[src/rtl/scaler_h_core.sv]
// Horizontal 2-tap linear-interpolation scaler for a 12-bit pixel stream.
// Three register stages: input/segment state, decision+multiply, sum/round/output.
module scaler_h_core (
    input  logic        clk,
    input  logic        rst_n,
    input  logic [15:0] scale_step_h,
    input  logic [11:0] di_i,
    input  logic        de_i,
    input  logic        hs_i,
    input  logic        vs_i,
    output logic [11:0] do_o,
    output logic        de_o,
    output logic        hs_o,
    output logic        vs_o
);

    typedef enum logic [1:0] {SEG_WAIT, SEG_RUN, SEG_DRAIN} seg_state_t;

    seg_state_t  seg_state;
    logic [11:0] prev;
    logic [11:0] cur;
    logic [16:0] acc;
    logic [15:0] step;
    logic        line_active;
    logic        hs_pend;
    logic        vs_pend;

    logic        s2_de;
    logic        s2_hs;
    logic        s2_vs;
    logic [24:0] s2_p0;
    logic [23:0] s2_p1;

    logic        line_start;
    logic        pixel_in;
    logic        acc_ge;
    logic        acc_ge2;
    logic [15:0] step_in;
    logic [12:0] wt_prev;

    assign line_start = de_i & hs_i;
    assign pixel_in   = de_i & ~hs_i & line_active;
    assign acc_ge     = (acc[16:12] != 5'd0);
    assign acc_ge2    = (acc[16:13] != 4'd0);
    assign step_in    = (scale_step_h < 16'd1024) ? 16'd1024 : scale_step_h;
    assign wt_prev    = 13'd4096 - {1'b0, acc[11:0]};

    // A pixel arrival always takes priority over the segment decision of the same clock;
    // an arrival that interrupts an unfinished burst sends the old segment into DRAIN.
    always_ff @(posedge clk or negedge rst_n) begin
        if (!rst_n) begin
            seg_state   <= SEG_WAIT;
            prev        <= 12'd0;
            cur         <= 12'd0;
            acc         <= 17'd0;
            step        <= 16'd0;
            line_active <= 1'b0;
            hs_pend     <= 1'b0;
            vs_pend     <= 1'b0;
            s2_de       <= 1'b0;
            s2_hs       <= 1'b0;
            s2_vs       <= 1'b0;
        end else begin
            s2_de <= 1'b0;
            s2_hs <= 1'b0;
            s2_vs <= 1'b0;
            if (line_start) begin
                cur         <= di_i;
                acc         <= 17'd0;
                step        <= step_in;
                line_active <= 1'b1;
                hs_pend     <= 1'b1;
                vs_pend     <= vs_i;
                seg_state   <= SEG_WAIT;
            end else if (pixel_in) begin
                prev <= cur;
                cur  <= di_i;
                case (seg_state)
                    SEG_RUN: begin
                        if (acc_ge) begin
                            acc <= acc - 17'd4096;
                        end else begin
                            seg_state <= SEG_DRAIN;
                        end
                    end
                    SEG_DRAIN: seg_state <= SEG_DRAIN;
                    default:   seg_state <= SEG_RUN;
                endcase
            end else begin
                case (seg_state)
                    SEG_RUN: begin
                        if (acc_ge) begin
                            acc       <= acc - 17'd4096;
                            seg_state <= SEG_WAIT;
                        end else begin
                            acc     <= acc + {1'b0, step};
                            s2_de   <= 1'b1;
                            s2_hs   <= hs_pend;
                            s2_vs   <= vs_pend;
                            hs_pend <= 1'b0;
                            vs_pend <= 1'b0;
                        end
                    end
                    SEG_DRAIN: begin
                        if (acc_ge) begin
                            acc <= acc - 17'd4096;
                            if (!acc_ge2) begin
                                seg_state <= SEG_RUN;
                            end
                        end else begin
                            acc <= acc + {1'b0, step};
                        end
                    end
                    default: ;
                endcase
            end
        end
    end

    // Tap products are computed every clock; only those qualified by s2_de reach the output.
    always_ff @(posedge clk or negedge rst_n) begin
        if (!rst_n) begin
            s2_p0 <= 25'd0;
            s2_p1 <= 24'd0;
        end else begin
            s2_p0 <= 25'(prev) * 25'(wt_prev);
            s2_p1 <= 24'(cur) * 24'(acc[11:0]);
        end
    end

    always_ff @(posedge clk or negedge rst_n) begin
        if (!rst_n) begin
            do_o <= 12'd0;
            de_o <= 1'b0;
            hs_o <= 1'b0;
            vs_o <= 1'b0;
        end else begin
            de_o <= s2_de;
            hs_o <= s2_hs;
            vs_o <= s2_vs;
            do_o <= s2_de ? 12'((s2_p0 + {1'b0, s2_p1} + 25'd2048) >> 12) : 12'd0;
        end
    end

endmodule

[config.mk]
export PLATFORM = sky130hd
export DESIGN_NAME = scaler_h_core
export DESIGN_NICKNAME = d
export VERILOG_FILES = /design/src/rtl/scaler_h_core.sv
export SDC_FILE = /design/constraint.sdc
export NUM_CORES = 1
export LEC_CHECK = 0
export CORE_UTILIZATION = 35
export DETAILED_ROUTE_END_ITERATION = 10
export SYNTH_ARGS = -nofsm -noshare
export SYNTH_HDL_FRONTEND = slang
export SYNTH_SLANG_ARGS = --single-unit
[constraint.sdc]
create_clock -name clk -period 13.69 [get_ports clk]
set_clock_uncertainty 0.05 [all_clocks]
set_input_delay 2.738 -clock clk [delete_from_list [all_inputs] [get_ports clk]]
set_output_delay 2.738 -clock clk [all_outputs]
set_load 0.01 [all_outputs]
* Yosys cells after proc, flatten, opt, wreduce, memory -nomap -nowiden
Index checks and enable logic that the tools add are counted.
** Word-level totals
- Bits in registers :: 128
- Input port bits :: 33
- Output and inout port bits :: 15
- Logic and storage cells :: 86
** Cells by class
- $add $sub $neg :: 5
- Multipliers :: 2
- $lt $le $gt $ge :: 1
- Equality and inequality tests :: 10
- Muxes and demuxes :: 35
- Bitwise gates (word level) :: 5
- Reduce and logical (&&, ||, !) cells :: 11
** Operators by type and width (count)
- $mux W17 :: 6
- $mux W12 :: 3
- $add A24 B12 Y24 const B :: 1
- $add A24 B24 Y24 :: 1
- $mul A12 B12 Y24 :: 1
- $mul A12 B13 Y24 :: 1
- $add A17 B16 Y17 :: 1
- $mux W1 :: 17
- $sub A17 B13 Y17 const B :: 1
- $lt A16 B11 Y1 const B :: 1
- $mux W16 :: 1
- $ne A4 B4 Y1 const B :: 4
- $sub A13 B12 Y13 const A :: 1
- $mux W2 :: 6
- $pmux W2 S2 :: 2
- $reduce_bool A4 Y1 :: 2
- $ne A3 B2 Y1 const B :: 2
- $reduce_and A3 Y1 :: 2
- $reduce_and A5 Y1 :: 1
- $reduce_bool A5 Y1 :: 1
- $ne A2 B2 Y1 const B :: 2
- $reduce_bool A2 Y1 :: 2
- $and A1 B1 Y1 :: 3
- $reduce_bool A3 Y1 :: 1
- 5 further kinds :: 6

* Logic depth before layout (Yosys ltp)
Gate-level depths: netlist of run 1.
- Depth in word-level cells :: 6
- Mapped depth :: 26
- Depth with buffers taken out :: 23

* Least setup slack after synthesis of run 1
No wires, ideal clock.
- Path kind :: reg-to-reg
- Start point :: reg acc[1]
- End point :: reg s2_p0[21]
- Setup time :: 0.080 ns
- Arrival :: 6.235 ns
- Data required time :: 13.560 ns
- Setup slack :: 7.325 ns
- Stages on the path, launching flop included :: 26
- Buffers on the path :: 2
- Period minus slack after synthesis :: 6.365 ns
- Path through :: dfrtp_1 clkbuf_1 inv_1 ha_1 nor3b_1 nand2_1 nor3_1 xnor2_1 clkbuf_1 nand2_1 fa_1 fa_1 inv_1 fa_1 fa_1 inv_1 fa_1 inv_1 ha_1 and4_1 and2_1 a221oi_2 o21ai_1 a21o_1 a31oi_1 xnor2_1
** On the way
- Longest elaborated chain between the ends :: 2
** RTL lines
- from (decl) :: RTL line 22 : logic [16:0] acc;
- from (signal assigned) :: RTL line 81 : acc <= acc - 17'd4096;
- from (signal assigned) :: RTL line 93 : acc <= acc - 17'd4096;
- from (signal assigned) :: RTL line 96 : acc <= acc + {1'b0, step};
- $sub A13 B12 Y13 :: RTL line 46 : assign wt_prev = 13'd4096 - {1'b0, acc[11:0]};
- $mul A12 B13 Y24 :: RTL line 126 : s2_p0 <= 25'(prev) * 25'(wt_prev);
- to (signal assigned) :: RTL line 126
- to (decl) :: RTL line 31 : logic [24:0] s2_p0;
No other way between the ends.
A chain may end at the register's enable or synchronous reset.

* Worst setup path in the final report of run 1
- Start point :: reg acc[0]
- End point :: reg s2_p0[20]
The elaborated chain is that of the path after synthesis.

==> results.yml, run 1 <==
status:
  status: "complete, no violations"
drt:
  drc: 0
  wl_mm: 35.8
  wire_per_inst_um: 15.3
  antenna_left: 0
  vias_per_cell: 4.88
  drt_iter0_markers: 612
  first_pass_iters: 5
  num_vias: 11449
floorplanning:
  rows: 77
  die_area_um2: 46200
  core-area_um2: 44400
  fp.dieH_um: 215
  io_pins: 48
  start_util: 0.357
  die_x_um: 215
global_route:
  grt_max_degree: 67
  grt_pass1_vias: 12290
  grt_pass1_wl_mm: 61.4
  antenna_found_initial: 1
  grt_overflow_total: 0
  grt.total_usage: 0.166
synthesis:
  synth_seq_cells: 128
  synth_compound_area_frac: 0.0876
  ys_warn_count: 0
  synth_fa_ha_area_frac: 0.411
  synth_cell_types: 73
  synthCells: 1735
  synth_top_family_by_area: "adder cells"
  synth-xor-area-share: 0.0331
  syn_avg_cell_area_um2: 9.14
  synth-simple-area-share: 0.170
  ys_seq_area_frac: 0.202
  yosys.area.top_type_share: 0.265
  synth_edf_count: 0
  muxShareOfSynthArea: 0.0104
  synth_top_area_cell: "fa_1"
  synthTopCellsByArea: "fa_1 (27%), dfrtp_1 (20%), ha_1 (15%), nand2_1 (7.1%), inv_1 (6.7%)"
  async_reset_ff_frac: 1.00
  syn_nets: 2163
  ys.flop_type: "dfrtp_1"
  synth.cell_area_um2: 15900
worst_setup_path:
  critPathCaptureType: "flop"
  r2r-end: "s2_p0[20]"
  crit_arrival_ns: 7.55
  critPathCapture: "s2_p0[20]"
  critPathLaunchType: "flop"
  reg2regPathDepth: 23
  rrSetupSlack_ns: 6.47
  crit_start: "acc[0]"
  path_class: "reg -> reg"
  crit_required_ns: 14.01
  path_max_fanout: 28
  r2r_start: "acc[0]"
final_layout:
  drive_above_1_share: 0.0422
  multi_input_area_um2: 11300
  area_growth_pct: 9.87
  layout_commonest_cell: "nand2_1"
  layout_common_cells: "nand2_1 (302), inv_1 (283), fa_1 (210)"
  ff_latch_area_um2: 3200
  fillCellCount: 4373
  nets: 2167
clock_network:
  clkSinkCount: 128
  clk_latency_ns: 0.45
  cts_resized: 0
  numCtsBuffers: 17
  cts_tree: "done"
  cts_buffer_depth: 2
  htreeDepth: 4
  cts.clk_slew.worst_paths_ns: 0.06
  cts_setup_buffers: 0
  clock_tree.root_cell: "clkbuf_16"
  hold_buffers: 0
sta:
  rsz0062_at_grt: "false"
  min_period_ns: 7.22
  max_freq_mhz: 138
  worstMarginPinSlew_ns: 1.15
  finalMaxSlewViolations: 0
  finalSetupViolCount: 0
  max_slew_margin: 0.228
  hold_viol: 0
  fin_tns_setup_ns: 0
  period_share: 0.528
min_path:
  min_path_cells: 0
  hp-class: "reg -> reg"
placement:
  io_buffer_count: 47
  post-dp-hpwl_mm: 28.9
  place_congestion: 0.897
job:
  cap_viol_max_count: 0
==> cell families after synthesis <==
group,after synthesis
DFF,128
xor gates and xnor gates,60
adders and majority gates,395
and+or+nand+nor,563
muxes,15
buffers and inverters,354
AOI/OAI and AO/OA,220
==> routing by layer <==
| metal | vias up | GRT usage | wire length [µm] |
|---|---|---|---|
| li1 | 5473 | - | - |
| met1 | 5675 | 0.218 | 16800 |
| met2 | 241 | 0.271 | 16600 |
| met3 | 60 | 0.0338 | 1610 |
| met4 | 0 | 0.0531 | 825 |
| met5 | - | 0 | 0 |
==> Yosys cell counts, drive strengths merged (5+ instances only) <==
cell,count
a211oi,9
a21o,25
a21oi,67
a31oi,6
and2,120
and3,13
buf,11
clkbuf,59
dfrtp,128
fa,210
ha,185
inv,283
mux2,12
nand2,303
nand2b,12
nand3,15
nand4,5
nor2,42
nor3,22
nor3b,5
nor4,5
o21a,12
o21ai,58
o21bai,9
o31ai,6
or3,5
xnor2,47
xor2,13
==> worst max-delay path, cell delays in order (launching register included) <==
cell     delay [ns]
dfrtp_1        0.93
inv_1          0.11
ha_1           0.27
nor3b_1        0.17
nand2_1        0.18
nor3_1         0.07
xnor2_1        0.72
nand2_1        0.18
fa_1           0.54
fa_1           0.51
inv_1          0.05
fa_1           0.49
fa_1           0.49
inv_1          0.04
fa_1           0.47
inv_1          0.04
ha_1           0.33
nand2_1        0.07
o21ai_0        0.26
a21oi_1        0.14
o31ai_1        0.52
a21oi_1        0.18
a21oi_1        0.19
xor2_1         0.15
==> per-stage QoR <==
stage	setup WS (ns)	cell area, µm²	cells	utilization	hold WS (ns)
after CTS	6.42	17400	2344	0.392	0.303
after global routing	5.79	17400	2344	0.392	0.315
final	6.47	17400	2345	0.392	0.301
after global placement	6.61	16800	2312	0.379	0.286
after floorplan	7.32	15900	1735	-	0.281
after detailed placement	6.45	16800	2312	0.379	0.290
==> layout make-up <==
type / instances / share of cell area
multi-input cells: 1253 / 0.649
flip-flops and latches: 128 / 0.184
inverters: 284 / 0.0612
well taps: 592 / 0.0425
repair buffers: 55 / 0.0305
clock buffers: 18 / 0.0252
clock inverters: 14 / 0.00818
diodes: 1 / 0.000144
==> worst min-delay path by stage <==
stage | end | slack (ns) | startpoint
3_3_place_gp | vs_o | 0.29 | s2_vs
4_1_cts | vs_o | 0.30 | s2_vs
2_1_floorplan | hs_o | 0.28 | s2_hs
5_1_grt | vs_o | 0.31 | s2_vs
3_5_place_dp | hs_o | 0.29 | s2_hs
6_report | vs_o | 0.30 | s2_vs
==> registers in the layout (all words and copies together) (netlist names), 2 cells and up <==
name,cells
acc,17
cur,12
prev,12
step,16
s2_p0,24
do_o,12
seg_state,2
s2_p1,24
Power of run 1 is not shown: default switching activity piles up to over one toggle a cycle in this logic, so the estimate is an artifact.
==> inputs of run 2 (changes only) <==
==> constraint.sdc (replaced) <==
create_clock -name clk -period 6.9 [get_ports clk]
set_clock_uncertainty 0.05 [all_clocks]
set_input_delay 1.38 -clock clk [delete_from_list [all_inputs] [get_ports clk]]
set_output_delay 1.38 -clock clk [all_outputs]
set_load 0.01 [all_outputs]
==> results.yml, run 2 (synthesis gave the netlist of run 1 again) <==
final_layout:
  layout_common_cells: "nand2_1 (302), inv_1 (283), fa_1 (210)"
  top_regs: "s2_p0: 24 flops, s2_p1: 24 flops, acc: 17 flops"
  layout_commonest_cell: "nand2_1"
  ff_latch_area_um2: 3200
  multi_input_area_um2: 11300
  fillCellCount: 4375
  area_growth_pct: 10.7
  nets: 2185
  drive_above_1_share: 0.0525
  diodes: 0
floorplanning:
  start_util: 0.357
  rows: 77
  die_area_um2: 46200
  io_pins: 48
  die_x_um: 215
  core-area_um2: 44400
  fp.dieH_um: 215
clock_network:
  clkSinkCount: 128
  htreeDepth: 4
  numCtsBuffers: 17
  cts_buffer_depth: 2
  hold_buffers: 0
  cts_tree: "done"
  cts.clk_slew.worst_paths_ns: 0.06
  clk_latency_ns: 0.44
  cts_setup_buffers: 0
  clock_tree.root_cell: "clkbuf_16"
status:
  status: "complete, no violations"
worst_setup_path:
  crit_arrival_ns: 6.62
  max_stage_delay_ns: 0.57
  r2r-end: "s2_p0[23]"
  cp_top_family: "adder cells"
  path_max_fanout: 12
  crit_top_cell: "fa_1"
  path_cells: "nor3_4 > nand2b_1 > or3_1 > nor3_2 > xnor2_1 > nand2_1 > fa_1 > inv_1 > fa_1 > fa_1 > fa_1 > inv_1 > fa_1 > inv_1 > ha_1 > a21o_1 > a21o_1 > a21o_1 > a221oi_1 > o21ai_0 > a21oi_1 > xnor2_1"
  path_class: "reg -> reg"
  critPathCaptureType: "flop"
  crit_required_ns: 7.21
  reg2regPathDepth: 22
  rrSetupSlack_ns: 0.59
  critPathLaunchType: "flop"
  critPathBufInv: 3
  cp_slowest_cell: "fa_1"
  r2r_start: "acc[0]"
min_path:
  hp-class: "reg -> reg"
  min_to: "vs_o"
  worstHoldStart: "s2_vs"
  min_path_cells: 0
placement:
  post-dp-hpwl_mm: 29.6
  place_congestion: 0.887
  io_buffer_count: 47
sta:
  worstMarginPinSlew_ns: 1.21
  min_period_ns: 6.31
  period_share: 0.915
  finalSetupViolCount: 0
  hold_viol: 0
  max_slew_margin: 0.188
  finalMaxSlewViolations: 0
  rsz0062_at_grt: "false"
  max_freq_mhz: 158
  fin_tns_setup_ns: 0
global_route:
  grt_max_degree: 68
  grt_pass1_vias: 12362
  antenna_found_initial: 3
  grt.total_usage: 0.166
  grt_pass1_wl_mm: 61.5
  grt_overflow_total: 0
drt:
  wl_mm: 36.6
  drt_iter0_markers: 527
  vias_per_cell: 4.91
  antenna_left: 0
  num_vias: 11596
  first_pass_iters: 5
  wire_per_inst_um: 15.5
  drc: 0
job:
  cap_viol_max_count: 0
-- run 2: area by class of cell --
cell class,count,share of cell area
clock buffers,20,0.0254
clock inverters,12,0.00634
inverters,284,0.0607
multi-input cells,1253,0.645
flip-flops and latches,128,0.182
well taps,592,0.0422
repair buffers,73,0.0380
-- run 2: repair_timing --
item,in CTS,in global routing
gates resized for setup,0,3
hold endpoints to repair,0,0
setup endpoints to repair,0,2
-- run 2: worst max-delay path by stage --
stage	startpoint	to	slack, ns	depth (start not counted)
4_1_cts	acc[1]	s2_p0[20]	0.32	21
2_1_floorplan	acc[1]	s2_p0[21]	0.53	25
3_3_place_gp	acc[1]	s2_p0[22]	0.44	21
3_5_place_dp	acc[1]	s2_p0[20]	0.33	21
6_report	acc[0]	s2_p0[23]	0.59	22
5_1_grt	acc[1]	s2_p0[21]	0.21	23
-- run 2: through the flow --
| step | utilization | std cells | cell area [µm²] | hold WS, ns | setup WS (ns) |
|---|---|---|---|---|---|
| finish | 0.395 | 2362 | 17600 | 0.312 | 0.587 |
| global route | 0.395 | 2362 | 17600 | 0.325 | 0.209 |
| CTS | 0.395 | 2362 | 17500 | 0.319 | 0.320 |
| detailed placement | 0.382 | 2330 | 17000 | 0.297 | 0.327 |
| global placement | 0.382 | 2330 | 17000 | 0.289 | 0.436 |
| floorplan | - | 1735 | 15900 | 0.281 | 0.535 |
-- run 2: routing by layer --
metal	part of all wire	wire, µm	vias up	track usage
li1	-	-	5510	-
met1	0.46	16900	5756	0.219
met2	0.47	17200	281	0.277
met3	0.052	1900	49	0.0330
met4	0.015	550	0	0.0412
met5	0	0	-	0
Power of run 2 is left out for the same reason.
==> inputs of run 3 (changes only) <==
--- a/config.mk
+++ b/config.mk
@@ -7,6 +7,7 @@
 export LEC_CHECK = 0
 export CORE_UTILIZATION = 35
 export DETAILED_ROUTE_END_ITERATION = 10
+export GPL_TIMING_DRIVEN = 0
 export SYNTH_ARGS = -nofsm -noshare
 export SYNTH_HDL_FRONTEND = slang
 export SYNTH_SLANG_ARGS = --single-unit
==> results.yml, run 3 (synthesis gave the netlist of run 1 again) <==
status:
  status: "complete, no violations"
worst_setup_path:
  critPathLaunchType: "flop"
  cp_top_family: "adder cells"
  path_max_fanout: 10
  reg2regPathDepth: 24
  r2r-end: "s2_p0[23]"
  critPathCapture: "s2_p0[23]"
  critPathBufInv: 6
  crit_required_ns: 7.17
  critical_path_cell_count: 24
  r2r_start: "acc[3]"
  critPathCaptureType: "flop"
  crit_top_cell: "fa_1"
  max_stage_delay_ns: 0.59
  rrSetupSlack_ns: 0.30
  path_cells: "clkbuf_1 > nand2b_1 > or3_1 > buf_4 > nor2_2 > xnor2_2 > buf_6 > nand2_1 > fa_1 > fa_1 > fa_1 > inv_1 > fa_1 > inv_1 > fa_1 > inv_1 > ha_1 > and4_1 > and2_1 > a221oi_4 > o21a_1 > o21ai_0 > a21oi_1 > xnor2_2"
  crit_start: "acc[3]"
  cp_slowest_cell: "fa_1"
  path_class: "reg -> reg"
  crit_arrival_ns: 6.87
placement:
  post-dp-hpwl_mm: 32.1
  postPlaceCellArea_um2: 17100
  place_congestion: 0.903
  io_buffer_count: 47
  dp_cells: 2375
floorplanning:
  start_util: 0.357
  io_pins: 48
  core-area_um2: 44400
  die_x_um: 215
  rows: 77
  fp.dieH_um: 215
  die_area_um2: 46200
drt:
  wl_mm: 39.0
  antenna_left: 0
  wire_per_inst_um: 16.1
  first_pass_iters: 5
  vias_per_cell: 4.88
  drc: 0
  drt_iter0_markers: 643
  num_vias: 11811
global_route:
  grt_pass1_wl_mm: 64.0
  grt.total_usage: 0.175
  grt_max_degree: 99
  grt_pass1_vias: 12185
  grt_overflow_total: 0
  antenna_found_initial: 1
final_layout:
  layout_common_cells: "nand2_1 (301), inv_1 (283), fa_1 (210)"
  drive_above_1_share: 0.0624
  fillCellCount: 4384
  diodes: 0
  top_regs: "s2_p0: 24 flops, s2_p1: 24 flops, acc: 17 flops"
  fin_area_um2: 17900
  layout_commonest_cell: "nand2_1"
  area_growth_pct: 13.1
  final_cells: 2419
  nets: 2242
sta:
  finalSetupViolCount: 0
  hold_viol: 0
  worstMarginPinSlew_ns: 0.762
  finalMaxSlewViolations: 0
  whs_ns: 0.294
  max_freq_mhz: 151
  min_period_ns: 6.60
  max_slew_margin: 0.492
  rsz0062_at_grt: "false"
  fin_tns_setup_ns: 0
  period_share: 0.957
job:
  cap_viol_max_count: 0
clock_network:
  cts_buffer_depth: 2
  cts_tree: "done"
  cts.clk_slew.worst_paths_ns: 0.06
  htreeDepth: 4
  clkSinkCount: 128
  clock_tree.root_cell: "clkbuf_16"
  numCtsBuffers: 17
  clk_latency_ns: 0.44
min_path:
  hp-class: "reg -> reg"
run 3: cell types whose count changed in the layout (fill, tap and decap cells not counted), sizes merged:
cell and delta:
bufinv +1, buf -2, clkinvlp -2, clkinv +2, inv -2, clkbuf +60
run 3: area by class of cell:
class                           count  area (µm²)  area share
Timing Repair Buffer               60         589      0.0329
Multi-Input combinational cell   1253       11400       0.638
Inverter                          284        1070      0.0594
Tap cell                          592         741      0.0413
Sequential cell                   128        3200       0.179
Buffer                             70         329      0.0183
Clock inverter                     11         115     0.00642
Clock buffer                       21         450      0.0251
run 3: per-layer routing:
metal  routed length [µm]  up-vias  global-route usage  share of wire
li1                     -     5638                   -              -
met1                18400     5843               0.239           0.47
met2                17800      272               0.279           0.46
met3                 1930       58              0.0365          0.049
met4                  909        0              0.0510          0.023
met5                    0        -                   0              0
run 3: worst min path at each step:
stage                     cells after the start  slack [ns]    to  start
after global placement                        0        0.29  vs_o  s2_vs
after floorplan                               0        0.28  hs_o  s2_hs
after global routing                          0        0.31  vs_o  s2_vs
final                                         0        0.29  vs_o  s2_vs
after CTS                                     0        0.30  vs_o  s2_vs
after detailed placement                      0        0.29  hs_o  s2_hs
run 3: repair_timing:
item | 4_1_cts | 5_1_grt
buffers inserted | 3 | 9
gates resized for setup | 23 | 27
hold buffers | 0 | 0
pin swaps | 2 | 6
endpoints found under the setup margin | 12 | 8
run 3: worst reg2reg max path, stage by stage, from the launching register on:
cell	delay, ns
dfrtp_1	0.39
clkbuf_1	0.26
nand2b_1	0.24
or3_1	0.30
buf_4	0.19
nor2_2	0.13
xnor2_2	0.17
buf_6	0.17
nand2_1	0.08
fa_1	0.59
fa_1	0.45
fa_1	0.55
inv_1	0.05
fa_1	0.47
inv_1	0.05
fa_1	0.47
inv_1	0.04
ha_1	0.34
and4_1	0.20
and2_1	0.19
a221oi_4	0.30
o21a_1	0.23
o21ai_0	0.13
a21oi_1	0.23
xnor2_2	0.19
run 3: stage by stage:
step | util | worst slack (ns)
after CTS | 0.401 | 0.00749
final | 0.404 | 0.296
after global routing | 0.404 | 0.00133
after floorplan | - | 0.535
after detailed placement | 0.385 | -1.19
after global placement | 0.384 | -1.08
Power of run 3 is left out for the same reason.
